[config.mk]
export PLATFORM = sky130hd
export DESIGN_NAME = id_digit_sequencer
export DESIGN_NICKNAME = d
export VERILOG_FILES = /design/src/rtl/id_digit_sequencer_pkg.sv /design/src/rtl/id_digit_sequencer_prescaler.sv /design/src/rtl/id_digit_sequencer.sv
export SDC_FILE = /design/constraint.sdc
export NUM_CORES = 1
export LEC_CHECK = 0
export CAP_MARGIN = 20
export CORE_ASPECT_RATIO = 0.75
export CORE_UTILIZATION = 35
export DETAILED_ROUTE_END_ITERATION = 10
export MAX_ROUTING_LAYER = met4
export PLACE_DENSITY_LB_ADDON = 0.05
export SLEW_MARGIN = 15
export SYNTH_ARGS = -nofsm -noshare
export SYNTH_HDL_FRONTEND = slang
export SYNTH_SLANG_ARGS = --single-unit
[constraint.sdc]
create_clock -name clk_i -period 2.1 [get_ports clk_i]
set_input_delay 0.525 -clock clk_i [delete_from_list [all_inputs] [get_ports clk_i]]
set_output_delay 0.525 -clock clk_i [all_outputs]
set_load 0.01 [all_outputs]
[src/rtl/id_digit_sequencer_pkg.sv]
// Shared definitions for the digit sequencer.
// Holds the run-mode encodings, the ping-pong direction type and a helper
// that sizes counters and indices so they are never zero bits wide.
// No ports; imported by id_digit_sequencer and step_prescaler.
package id_seq_pkg;

   localparam logic [1:0] MODE_FWD     = 2'b00;
   localparam logic [1:0] MODE_REV     = 2'b01;
   localparam logic [1:0] MODE_PING    = 2'b10;
   localparam logic [1:0] MODE_ONESHOT = 2'b11;

   typedef enum logic {
      DIR_UP   = 1'b0,
      DIR_DOWN = 1'b1
   } dir_e;

   // Width needed to hold values 0..n-1, but at least one bit so that a
   // single-digit sequence or a divide-by-one prescaler still gets a real
   // register instead of a zero-width vector.
   function automatic int clog2_min1(input int n);
      return (n <= 1) ? 1 : $clog2(n);
   endfunction

endpackage

[src/rtl/id_digit_sequencer_prescaler.sv]
// step_prescaler: turns a run enable into a one-cycle step strobe every DIV
// enabled cycles.
// Ports:
//   clk_i    system clock, rising edge
//   reset_i  synchronous active-low reset, clears the count
//   en_i     count enable (already qualified by hold at the top level)
//   clr_i    synchronous clear back to count zero, no strobe in that cycle
//   step_o   high in the cycle whose edge should take a step
module step_prescaler
   import id_seq_pkg::*;
#(
   parameter int DIV = 1
) (
   input  logic clk_i,
   input  logic reset_i,
   input  logic en_i,
   input  logic clr_i,
   output logic step_o
);

   localparam int CNT_W = clog2_min1(DIV);
   localparam logic [CNT_W-1:0] LAST_CNT = CNT_W'(DIV - 1);
   localparam logic [CNT_W-1:0] ONE_CNT  = CNT_W'(1);

   logic [CNT_W-1:0] count_q, count_d;

   // The count runs 0..DIV-1 and wraps; it simply parks when not enabled so
   // a paused sequence resumes with the same phase it had.
   always_comb begin
      count_d = count_q;
      if (clr_i) begin
         count_d = '0;
      end else if (en_i) begin
         count_d = (count_q == LAST_CNT) ? '0 : count_q + ONE_CNT;
      end
   end

   // Count register with synchronous active-low reset.
   always_ff @(posedge clk_i) begin
      if (!reset_i) begin
         count_q <= '0;
      end else begin
         count_q <= count_d;
      end
   end

   // A clear wins over a pending strobe so a restart never doubles as a step.
   assign step_o = en_i & ~clr_i & (count_q == LAST_CNT);

endmodule

[src/rtl/id_digit_sequencer.sv]
// id_digit_sequencer: steps through a packed sequence of NUM_DIGITS digits at
// a rate of one step per DIV enabled cycles, in loop-forward, loop-reverse,
// ping-pong or one-shot order. Digit 0 is the most significant field of SEQ.
// Ports:
//   clk_i      system clock, rising edge
//   reset_i    synchronous active-low reset
//   en_i       run enable
//   hold_i     freezes prescaler and index (overrides en_i)
//   restart_i  return to the start position of the selected mode
//   mode_i     00 loop-fwd, 01 loop-rev, 10 ping-pong, 11 one-shot-fwd
//   hex_o      digit currently selected by idx_o
//   idx_o      current digit index, always < NUM_DIGITS
//   tick_o     one-cycle pulse after each step
//   wrap_o     one-cycle pulse with tick_o when a step lands on a pass endpoint
//   done_o     one-shot pass complete (level)
module id_digit_sequencer
   import id_seq_pkg::*;
#(
   parameter int NUM_DIGITS = 8,
   parameter int DIGIT_W = 4,
   parameter logic [NUM_DIGITS*DIGIT_W-1:0] SEQ = 32'h9108_5632,
   parameter int DIV = 1
) (
   input  logic                               clk_i,
   input  logic                               reset_i,
   input  logic                               en_i,
   input  logic                               hold_i,
   input  logic                               restart_i,
   input  logic [1:0]                         mode_i,
   output logic [DIGIT_W-1:0]                 hex_o,
   output logic [clog2_min1(NUM_DIGITS)-1:0]  idx_o,
   output logic                               tick_o,
   output logic                               wrap_o,
   output logic                               done_o
);

   localparam int IDX_W = clog2_min1(NUM_DIGITS);
   localparam int SEQ_W = NUM_DIGITS * DIGIT_W;
   localparam logic [IDX_W-1:0] LAST_IDX = IDX_W'(NUM_DIGITS - 1);
   localparam logic [IDX_W-1:0] ONE_IDX  = IDX_W'(1);

   logic [IDX_W-1:0] idx_q, idx_d, idxInc, idxDec;
   dir_e             dir_q, dir_d, pingDir;
   logic             done_q, done_d;
   logic             tick_q, tick_d;
   logic             wrap_q, wrap_d;
   logic             prescaleStep, step;
   logic [SEQ_W-1:0] seqShifted;

   step_prescaler #(
      .DIV(DIV)
   ) uPrescaler (
      .clk_i   (clk_i),
      .reset_i (reset_i),
      .en_i    (en_i & ~hold_i),
      .clr_i   (restart_i),
      .step_o  (prescaleStep)
   );

   // A finished one-shot pass blocks stepping until done is cleared, either
   // by restart or by leaving one-shot mode.
   assign step = prescaleStep & ~done_q;

   // Next-state logic for index, direction and done. The wrap-around helpers
   // compare against the last index explicitly so that non-power-of-two
   // lengths never produce an index outside 0..NUM_DIGITS-1.
   always_comb begin
      idxInc  = (idx_q == LAST_IDX) ? '0 : idx_q + ONE_IDX;
      idxDec  = (idx_q == '0) ? LAST_IDX : idx_q - ONE_IDX;
      idx_d   = idx_q;
      dir_d   = dir_q;
      pingDir = dir_q;
      done_d  = done_q && (mode_i == MODE_ONESHOT);
      tick_d  = 1'b0;
      wrap_d  = 1'b0;
      if (restart_i) begin
         idx_d  = (mode_i == MODE_REV) ? LAST_IDX : '0;
         dir_d  = DIR_UP;
         done_d = 1'b0;
      end else if (step) begin
         tick_d = 1'b1;
         case (mode_i)
            MODE_FWD: begin
               idx_d  = idxInc;
               wrap_d = (idx_q == LAST_IDX);
            end
            MODE_REV: begin
               idx_d  = idxDec;
               wrap_d = (idx_q == '0);
            end
            MODE_PING: begin
               if (idx_q == '0) begin
                  pingDir = DIR_UP;
               end else if (idx_q == LAST_IDX) begin
                  pingDir = DIR_DOWN;
               end
               idx_d  = (pingDir == DIR_UP) ? idxInc : idxDec;
               wrap_d = (idx_d == LAST_IDX) || (idx_d == '0);
               if (idx_d == LAST_IDX) begin
                  dir_d = DIR_DOWN;
               end else if (idx_d == '0) begin
                  dir_d = DIR_UP;
               end else begin
                  dir_d = pingDir;
               end
            end
            default: begin
               idx_d = idxInc;
               if (idxInc == LAST_IDX) begin
                  wrap_d = 1'b1;
                  done_d = 1'b1;
               end
            end
         endcase
      end
   end

   // State register with synchronous active-low reset to the power-on state.
   always_ff @(posedge clk_i) begin
      if (!reset_i) begin
         idx_q  <= '0;
         dir_q  <= DIR_UP;
         done_q <= 1'b0;
         tick_q <= 1'b0;
         wrap_q <= 1'b0;
      end else begin
         idx_q  <= idx_d;
         dir_q  <= dir_d;
         done_q <= done_d;
         tick_q <= tick_d;
         wrap_q <= wrap_d;
      end
   end

   // Outputs: the digit is selected straight from the registered index so
   // hex and idx always change together.
   always_comb begin
      seqShifted = SEQ >> ((NUM_DIGITS - 1 - int'(idx_q)) * DIGIT_W);
      hex_o      = seqShifted[DIGIT_W-1:0];
      idx_o      = idx_q;
      tick_o     = tick_q;
      wrap_o     = wrap_q;
      done_o     = done_q;
   end

endmodule

==> impl_metrics.csv, run 1 <==
group,metric,value,unit
detailed_routing,routed_wl,1785,microns
synth,ys_types,35,
power,peakVddDrop,0.2370,mV
placement,gp_congestion,0.8807,
timing,min_period,1994,ps
synth,syn_avg_cell_area,8.915,sq um
finish,fin_nets,126,
global_routing,grt_pass1_wl,2773,microns
power,leakagePower,0.0004186,uW
die,initial_core_util,0.3915,
clock_tree,root_buffer,"clkbuf_4",
detailed_routing,drt_iter0_drc,17,
die,core_area,0.001822,sq mm
finish,final_core_util,0.5350,
power,p_switching,133.1,uW
timing,finalHoldViolations,0,
clock_tree,clk_pin_slew,60,ps
finish,multi_input_area,528.0,sq um
timing,max_slew_margin,0.7202,
global_routing,antenna_found_initial,0,
placement,dp_slack,-48.11,ps
finish,nFillCells,172,
power,p_per_area,428.4,mW/mm^2
detailed_routing,firstDrtPassIters,4,
power,swShare,0.3187,
global_routing,grt_pass1_vias,609,
worst_setup_path,critPathLaunch,"idx_o[2]",
die,die_w,54.13,microns
synth,ys.warnings.count,0,
clock_tree,clock_sinks,7,
synth,synth.cell_area,713.2,sq um
placement,placedCellCount,125,
placement,dpl.hpwl,1360,microns
job,maxCapViolCount,0,
timing,tightest_slew,417.7,ps
worst_setup_path,r2r-start,"idx_o[0]",
synth,synth_seq_cells,7,
die,num_rows,13,
die,ios,17,
die,die_area,0.002224,sq mm
power,p_int,284.5,uW
min_path,hold_path.class,"register to register",
detailed_routing,routed_via_density,5.395,
detailed_routing,avgRoutedWirePerCell,13.84,microns
timing,finalSetupViolations,0,
clock_tree,numCtsBuffers,3,
clock_tree,cts_tree,"done",
finish,num_antenna_cells,0,
worst_setup_path,cp.required,1570,ps
timing,fin_crit_sh,0.9497,
timing,max_freq,0.5014,GHz
finish,instances_no_fill,129,
power,clkPwrFrac,0.306,
global_routing,grt_max_degree,10,
die,die_h,41.09,microns
finish,regArea,141.4,sq um
placement,placed_area,949.7,sq um
clock_tree,clock_latency,260,ps
placement,portBuffers,16,
detailed_routing,via_count,696,
worst_setup_path,critPathLaunchType,"register",
worst_setup_path,critPathKind,"register to output port",
worst_setup_path,crit_path_end_kind,"output port",
finish,drive_gt1_frac,0.2150,
detailed_routing,drc_errors,0,
worst_setup_path,arrival,1470,ps
min_path,hold_start,"done_o",
detailed_routing,drtAntennaViolNets,0,
synth,ys_seq_area_frac,0.1965,
synth,syn-instance-count,80,
power,power_frac_seq,0.340,
timing,finalWorstSetupSlack,105.5,ps
clock_tree,clockBufferDepth,2,
finish,area_growth,36.67,%
worst_setup_path,crit_fanout,6,
finish,final_area,974.7,sq um
clock_tree,cts_setup_buffers,0,
power,combPwrFrac,0.353,
synth,syn_nets,98,
timing,rsz0062_at_grt,"no",
global_routing,grt-ovfl-total,0,
run_status,status,"completed",
timing,skew,5.757,ps
clock_tree,ctsHtreeMaxLevel,1,
global_routing,grt_usage,0.1974,
timing,slew_violations,0,
per-layer routing:
metal / track usage / wire, microns / part of all wire / vias up
met5: - / 0 / 0 / -
met4: 0.07692 / 31 / 0.017 / 0
met1: 0.2313 / 876 / 0.49 / 321
li1: - / - / - / 348
met3: 0.07778 / 124 / 0.069 / 4
met2: 0.3049 / 753 / 0.42 / 23
sequential cells by signal (all words and copies together), names as in the netlist:
name	flops
dir_q	1
done_o	1
idx_o	3
tick_o	1
wrap_o	1
cells in the final DEF, fill, tap and decap left out, types with 2 or more instances in the layout:
| cell | count |
|---|---|
| or2_2 | 2 |
| a21oi_1 | 4 |
| clkdlybuf4s50_1 | 14 |
| a21o_1 | 2 |
| nand3_1 | 2 |
| ha_1 | 11 |
| nand4_1 | 2 |
| buf_4 | 8 |
| dfxtp_1 | 6 |
| dlygate4sd2_1 | 2 |
| clkbuf_4 | 3 |
| nand2_1 | 9 |
| o31ai_1 | 3 |
| inv_1 | 9 |
| nor2_1 | 3 |
| o21ai_0 | 3 |
stage by stage:
step | total power (uW) | TNS [ps] | hold slack, ps
2_1_floorplan | 233.4 | 0 | 550.0
3_3_place_gp | 294.1 | -87.69 | 531.3
3_5_place_dp | 293.4 | -111.0 | 539.5
4_1_cts | 421.6 | 0 | 550.6
5_1_grt | 443.6 | 0 | 561.4
6_report | 417.6 | 0 | 548.0
path summary, 6_finish.rpt:
| kind | to | slack (ps) | depth (start not counted) |
|---|---|---|---|
| max | hex_o[0] | 110 | 2 |
| min | done_o | 550 | 2 |
| max reg2reg | wrap_o | 160 | 7 |
| min reg2reg | done_o | 550 | 2 |
cell type report:
type / instances / area share
sequential: 7 / 0.1451
timing repair buffer: 24 / 0.2234
inverter: 9 / 0.03466
clock buffer: 4 / 0.02696
multi-input combinational: 63 / 0.5417
tap: 22 / 0.02824
timing repair:
item                                    CTS  global route
resized for setup                         3             0
endpoints found under the setup margin    2             0
endpoints found under the hold margin     0             0
hold buffers                              0             0
worst max-delay path: stages (launching register included):
cell and delay (ps):
dfxtp_1 450, mux2i_1 220, clkdlybuf4s50_1 550
synth_stat cells:
library cell  instances  area, sq um
ha_1                 11        137.6
inv_1                 9        33.78
nand2_1               9        33.78
dfxtp_1               7        140.1
a21oi_1               4        20.02
nor2_1                3        11.26
o21ai_0               3        15.01
o31ai_1               3        22.52
a21o_1                2        15.01
nand3_1               2        10.01
nand4_1               2        12.51
or2_2                 2        12.51
a21bo_2               1        10.01
a21oi_2               1        8.760
a221o_1               1        10.01
a221oi_1              1        8.760
a31oi_1               1        6.260
a32o_1                1        10.01
a41oi_1               1        8.760
and3_1                1        6.260
buf_6                 1        11.26
mux2i_1               1        10.01
mux4_2                1        22.52
nand2b_1              1        6.260
nand3b_1              1        7.510
nor2_4                1        11.26
nor2_8                1        20.02
nor2b_1               1        6.260
nor2b_2               1        8.760
nor3_1                1        5.000
nor4b_2               1        15.01
nor4b_4               1        23.77
o2111ai_1             1        8.760
o211ai_1              1        7.510
o41ai_2               1        16.27
cell families (layout without fill, tap and decap cells):
kind of cell | count (synthesis) | in the layout | share of synthesized area
multiplexers | 2 | 2 | 0.04561
flip-flops | 7 | 7 | 0.1965
adder cells (fa/ha/maj) | 11 | 11 | 0.1930
buffers and inverters | 10 | 37 | 0.06315
AO/OA/AOI/OAI | 22 | 22 | 0.2351
AND/OR/NAND/NOR | 28 | 28 | 0.2667
power groups by stage:
stage | registers [uW] | clock network [uW] | logic [uW]
2_1_floorplan | 147 | 0 | 86.5
3_3_place_gp | 145 | 0 | 149
3_5_place_dp | 145 | 0 | 149
4_1_cts | 142 | 131 | 148
5_1_grt | 143 | 138 | 163
6_report | 142 | 128 | 148
(Power assumes the default switching activity.)
==> inputs of run 2 (changes only) <==
--- a/config.mk
+++ b/config.mk
@@ -10,7 +10,6 @@
 export CORE_UTILIZATION = 35
 export DETAILED_ROUTE_END_ITERATION = 10
 export MAX_ROUTING_LAYER = met4
-export PLACE_DENSITY_LB_ADDON = 0.05
 export SLEW_MARGIN = 15
 export SYNTH_ARGS = -nofsm -noshare
 export SYNTH_HDL_FRONTEND = slang
==> constraint.sdc (replaced) <==
create_clock -name clk_i -period 2.2 [get_ports clk_i]
set_input_delay 0.55 -clock clk_i [delete_from_list [all_inputs] [get_ports clk_i]]
set_output_delay 0.55 -clock clk_i [all_outputs]
set_load 0.01 [all_outputs]
==> impl_metrics.csv, run 2 (synthesis results as in run 1) <==
group,metric,value,unit
run_status,status,"completed",
worst_setup_path,critPathLaunchType,"register",
timing,skew,14.35,ps
clock_tree,clock_latency,260,ps
clock_tree,clk_pin_slew,60,ps
die,num_rows,13,
power,p_per_area,411.5,mW/mm^2
clock_tree,numCtsBuffers,3,
finish,regArea,141.4,sq um
worst_setup_path,critPathCapture,"hex_o[0]",
finish,final_cell_mix,"clkdlybuf4s50_1 (14), ha_1 (11), inv_1 (9), nand2_1 (9), buf_4 (7)",
die,initial_core_util,0.3915,
detailed_routing,drt_iter0_drc,21,
timing,fin_crit_sh,0.9582,
die,ios,17,
worst_setup_path,critPathKind,"register to output port",
timing,tightest_slew,421.3,ps
worst_setup_path,r2r_end,"wrap_o",
min_path,hold_start,"done_o",
global_routing,grt-ovfl-total,0,
power,peakVddDrop,0.2820,mV
finish,area_growth,36.14,%
timing,fin_tns_setup,0,ps
power,combPwrFrac,0.351,
die,die_h,41.09,microns
placement,portBuffers,16,
detailed_routing,via_count,678,
timing,finalHoldViolations,0,
timing,rsz0062_at_grt,"no",
die,core_area,0.001822,sq mm
placement,placed_area,942.2,sq um
worst_setup_path,crit_path_end_kind,"output port",
detailed_routing,routed_wl,1814,microns
detailed_routing,avgRoutedWirePerCell,14.17,microns
clock_tree,root_buffer,"clkbuf_4",
timing,slew_violations,0,
finish,num_antenna_cells,0,
finish,multi_input_area,528.0,sq um
finish,nFillCells,189,
clock_tree,clockBufferDepth,2,
detailed_routing,drc_errors,0,
timing,max_freq,0.4744,GHz
worst_setup_path,critPathLaunch,"idx_o[2]",
die,die_area,0.002224,sq mm
global_routing,grt_pass1_wl,2704,microns
timing,max_slew_margin,0.7179,
finish,drive_gt1_frac,0.2075,
detailed_routing,firstDrtPassIters,4,
global_routing,grt_pass1_vias,638,
global_routing,grt_max_degree,10,
clock_tree,clock_sinks,7,
power,clkPwrFrac,0.308,
detailed_routing,drtAntennaViolNets,0,
clock_tree,ctsHtreeMaxLevel,1,
worst_setup_path,arrival,1560,ps
detailed_routing,routed_via_density,5.297,
min_path,hold_path.class,"register to register",
placement,dpl.hpwl,1415,microns
job,maxCapViolCount,0,
timing,min_period,2108,ps
finish,final_area,970.9,sq um
finish,fin_nets,125,
power,power_frac_seq,0.341,
global_routing,antenna_found_initial,0,
power,p_switching,128.8,uW
timing,finalSetupViolations,0,
clock_tree,cts_tree,"done",
power,leakagePower,0.0004268,uW
finish,final_core_util,0.5330,
power,swShare,0.3223,
clock_tree,cts_setup_buffers,0,
die,die_w,54.13,microns
worst_setup_path,r2r-start,"idx_o[0]",
worst_setup_path,r2r_slack,230,ps
worst_setup_path,crit_fanout,9,
worst_setup_path,cp.required,1650,ps
finish,largest_reg_flops,3,
finish,final_common_cell,"clkdlybuf4s50_1",
power,p_int,270.8,uW
placement,gp_congestion,0.7802,
worst_setup_path,worst_r2r_path_depth,7,
global_routing,grt_usage,0.1880,
run 2: changes by cell type in the layout (fill, tap and decap cells not counted):
cell,before,now
buf_4,8,7
dlygate4sd2_1,2,1
dlymetal6s2s_1,0,1
run 2: power by group through the flow:
stage               combinational, uW  sequential, uW  clock, uW
floorplan                        82.6             140          0
global placement                  140             139          0
detailed placement                141             139          0
CTS                               141             137        124
global route                      153             137        134
finish                            140             136        123
run 2: layout make-up:
cell class	instances	area share
inverter	9	0.03479
multi-input combinational	63	0.5438
sequential	7	0.1456
tap	22	0.02835
timing repair buffer	23	0.2204
clock buffer	4	0.02706
run 2: worst min path at each step:
| stage | end | slack (ps) | cells after the start |
|---|---|---|---|
| finish | done_o | 540 | 2 |
| global route | done_o | 570 | 2 |
| detailed placement | done_o | 540 | 2 |
| global placement | done_o | 530 | 2 |
| floorplan | done_o | 550 | 2 |
| CTS | done_o | 550 | 2 |
run 2: worst max-delay path: stages, from the launching register on:
cell and delay (ps):
dfxtp_1 520, mux2i_1 220, clkdlybuf4s50_1 550
run 2: routing by layer:
layer | vias up | routed length [microns] | part of all wire | GRT usage
li1 | 343 | - | - | -
met1 | 305 | 827 | 0.46 | 0.2155
met2 | 26 | 842 | 0.46 | 0.3049
met3 | 4 | 120 | 0.066 | 0.06667
met4 | 0 | 23 | 0.013 | 0.07051
met5 | - | 0 | 0 | -
run 2: what timing repair did:
item                       4_1_cts  5_1_grt
hold buffers                     0        0
setup endpoints to repair        2        1
gates resized for setup          2        1
run 2: through the flow:
| stage | std cells | hold slack (ps) | setup slack [ps] | power, uW |
|---|---|---|---|---|
| 2_1_floorplan | 80 | 550.0 | 233.3 | 222.8 |
| 3_3_place_gp | 124 | 533.2 | 48.68 | 278.4 |
| 3_5_place_dp | 124 | 543.6 | 16.85 | 280.0 |
| 4_1_cts | 128 | 552.9 | 11.84 | 401.8 |
| 5_1_grt | 128 | 573.8 | 0.7854 | 424.0 |
| 6_report | 128 | 543.8 | 91.86 | 399.5 |
==> RTL change, RTL diff (config.mk and constraints of run 2) <==
Change the parameter `DIGIT_W` from 4 to 6.
--- a/src/rtl/id_digit_sequencer.sv
+++ b/src/rtl/id_digit_sequencer.sv
@@ -17,7 +17,7 @@
    import id_seq_pkg::*;
 #(
    parameter int NUM_DIGITS = 8,
-   parameter int DIGIT_W = 4,
+   parameter int DIGIT_W = 6,
    parameter logic [NUM_DIGITS*DIGIT_W-1:0] SEQ = 32'h9108_5632,
    parameter int DIV = 1
 ) (
Interface: changed (resized hex_o); port bits go from 17 to 19. The function was not compared with the original's and may differ.
==> RTL change against run 2 <==
  * The run now ends with negative setup slack left
  * Fmax fell by 22%
  * Synthesized area rose by 26%
  * Worst setup slack got worse by 0.58 ns
  * Register-to-register slack got worse by 0.13 ns
  * Power rose by 50%
  * Final area rose by 57%
  * Critical endpoint is now hex_o[1]
  * Largest power group unchanged
  * Routed wire length rose by 58%
  * Sequential cell count did not move
==> RTL change: results (changes against run 2) <==
Status
  • Status: finished with violations
  • Failing checks: negative setup slack

Yosys
  • Most frequent cells after synthesis: ha_1, nand2_1, nor2_1, a21oi_1, inv_1
  • Unique cell type count in the Yosys netlist: 40 (+14%)
  • Top FF cell, synth: dfxtp_1
  • Sequential share of the synthesized area: 0.156 (-0.0405)
  • Ys Warns: 0 (unchanged)
  • Leading post-synthesis cells by cell area: ha_1, dfxtp_1, a21oi_1, nand2_1, nor2_1
  • Ys async rst share: 0 (unchanged)
  • Synthesized net count: 134 (+37%)

GRT
  • First-pass GRT wire length: 4460 um (+65%)
  • Number of global-route vias before repair: 942 (+48%)
  • Largest net degree at the start of global routing: 14 (+4)
  • Initial antenna violation count: 0 (unchanged)
  • GRT Total Usage: 0.229 (+0.0410)

STA
  • Worst slew pin tran: 0.462 ns (+0.0407 ns)
  • Final setup vio count: 6 (+6)
  • Setup WS post-layout: -0.488 ns (-0.580 ns)
  • Clock Skew: 0.00460 ns (-0.00975 ns)
  • Final TNS setup: -2.32 ns (-2.32 ns)

Power
  • Sw Ratio: 0.366 (+0.0432)
  • Sequential fraction of design power: 0.221 (-0.120)
  • Lkg Pwr: 0.673 nW (+58%)
  • Clock Power: 0.118 mW (-4%)
  • Worst VDD drop: 0.165 mV (-42%)

CTS
  • TritonCTS buffer count: 3 (unchanged)
  • H-tree level count: 1 (unchanged)
  • Clock tree buffer depth: 2 (unchanged)
  • Clock Latency Late Sink: 0.25 ns
  • Root Buffer: clkbuf_4
  • Clock transition at the registers of the reported paths: 0.05 ns

Worst setup path
  • CP peak stage delay: 0.48 ns (-0.07 ns)
  • Critical Path AT: 2.14 ns (+0.58 ns)
  • Slowest-stage cell, CP: mux4_2
  • Largest fanout on the critical path: 3 (-6)

Cells and area
  • ANT cells: 0 (unchanged)
  • # nets final: 186 (+49%)
  • Share of layout cells above drive strength 1: 0.441 (+0.233)
  • Max reg flops: 3 (unchanged)
  • Fillers: 217 (+15%)

Worst hold path
  • Hold Path Class: reg -> reg

Routing
  • Post-Route WL: 2860 um (+58%)
  • Drt via density: 5.17 (-2.4%)
  • Drt initial violations: 38 (+81%)
  • DR pass1 iterations: 4 (unchanged)

Place
  • DP Area: 1420 um^2 (+51%)
  • Global placer's final weighted congestion: 0.943 (+21%)
  • Detailed-placement wirelength estimate: 2190 um (+55%)
  • Buffers on Ports: 18 (+2)

Flow run
  • Maxcap violations: 0 (unchanged)
RTL change: cell types whose count changed after synthesis, sizes merged, moves of 3 or more:
cell / change
ha: +6
a21oi: +5
nor2: +5
nor3: +4
a22oi: +3
o31ai: -3
RTL change: worst max-delay path: cells and delay by family (launching register included):
family | cells | cell delay (ns)
AND/OR/NAND/NOR | 1 | 0.16
flip-flops | 1 | 0.36
multiplexers | 1 | 0.48
buffers and inverters | 3 | 0.29
adder cells (fa/ha/maj) | 3 | 0.59
RTL change: area by class of cell:
type	count	share of cell area
clock buffer	4	0.0173
inverter	8	0.0238
multi-input combinational	92	0.559
sequential	7	0.0995
tap	34	0.0280
timing repair buffer	50	0.272
RTL change: path summary, 6_finish.rpt:
path,start,endpoint,slack [ns],cells after the start
min reg2reg,done_o$_SDFF_PP0_,done_o$_SDFF_PP0_,0.51,2
max reg2reg,idx_o[1]$_SDFFE_PN0P_,idx_o[2]$_SDFFE_PN0P_,0.10,10
min,done_o$_SDFF_PP0_,done_o$_SDFF_PP0_,0.51,2
max,idx_o[1]$_SDFFE_PN0P_,hex_o[1],-0.49,8
RTL change: metrics by stage:
| step | hold WS, ns | cells | utilization | setup slack (ns) | power (mW) |
|---|---|---|---|---|---|
| 3_3_place_gp | 0.509 | 187 | 0.602 | -0.601 | 0.434 |
| 6_report | 0.514 | 195 | 0.643 | -0.488 | 0.601 |
| 2_1_floorplan | 0.490 | 110 | - | -0.247 | 0.325 |
| 5_1_grt | 0.541 | 195 | 0.643 | -0.548 | 0.637 |
| 4_1_cts | 0.521 | 192 | 0.618 | -0.498 | 0.571 |
| 3_5_place_dp | 0.515 | 187 | 0.602 | -0.632 | 0.443 |
RTL change: metal layers:
| metal | up-vias | part of all wire | global-route usage |
|---|---|---|---|
| met5 | - | 0 | - |
| met1 | 475 | 0.52 | 0.336 |
| met2 | 27 | 0.44 | 0.330 |
| met4 | 0 | 0.0028 | 0.0318 |
| li1 | 504 | - | - |
| met3 | 2 | 0.040 | 0.0426 |
RTL change: repair_timing:
action                                  4_1_cts  5_1_grt
pin swaps                                     3        2
buffers inserted                              1        3
endpoints found under the setup margin        6       11
gates resized for setup                      29        9
RTL change: cell families (layout without fill, tap and decap cells):
kind of cell | count (synthesis) | count (layout) | share of synthesized area
simple gates | 37 | 37 | 0.231
compound gates | 31 | 31 | 0.235
fa+ha+maj | 17 | 17 | 0.237
buf+inv | 11 | 62 | 0.0501
flops | 7 | 7 | 0.156
mux | 5 | 5 | 0.0710
xor+xnor | 2 | 2 | 0.0195
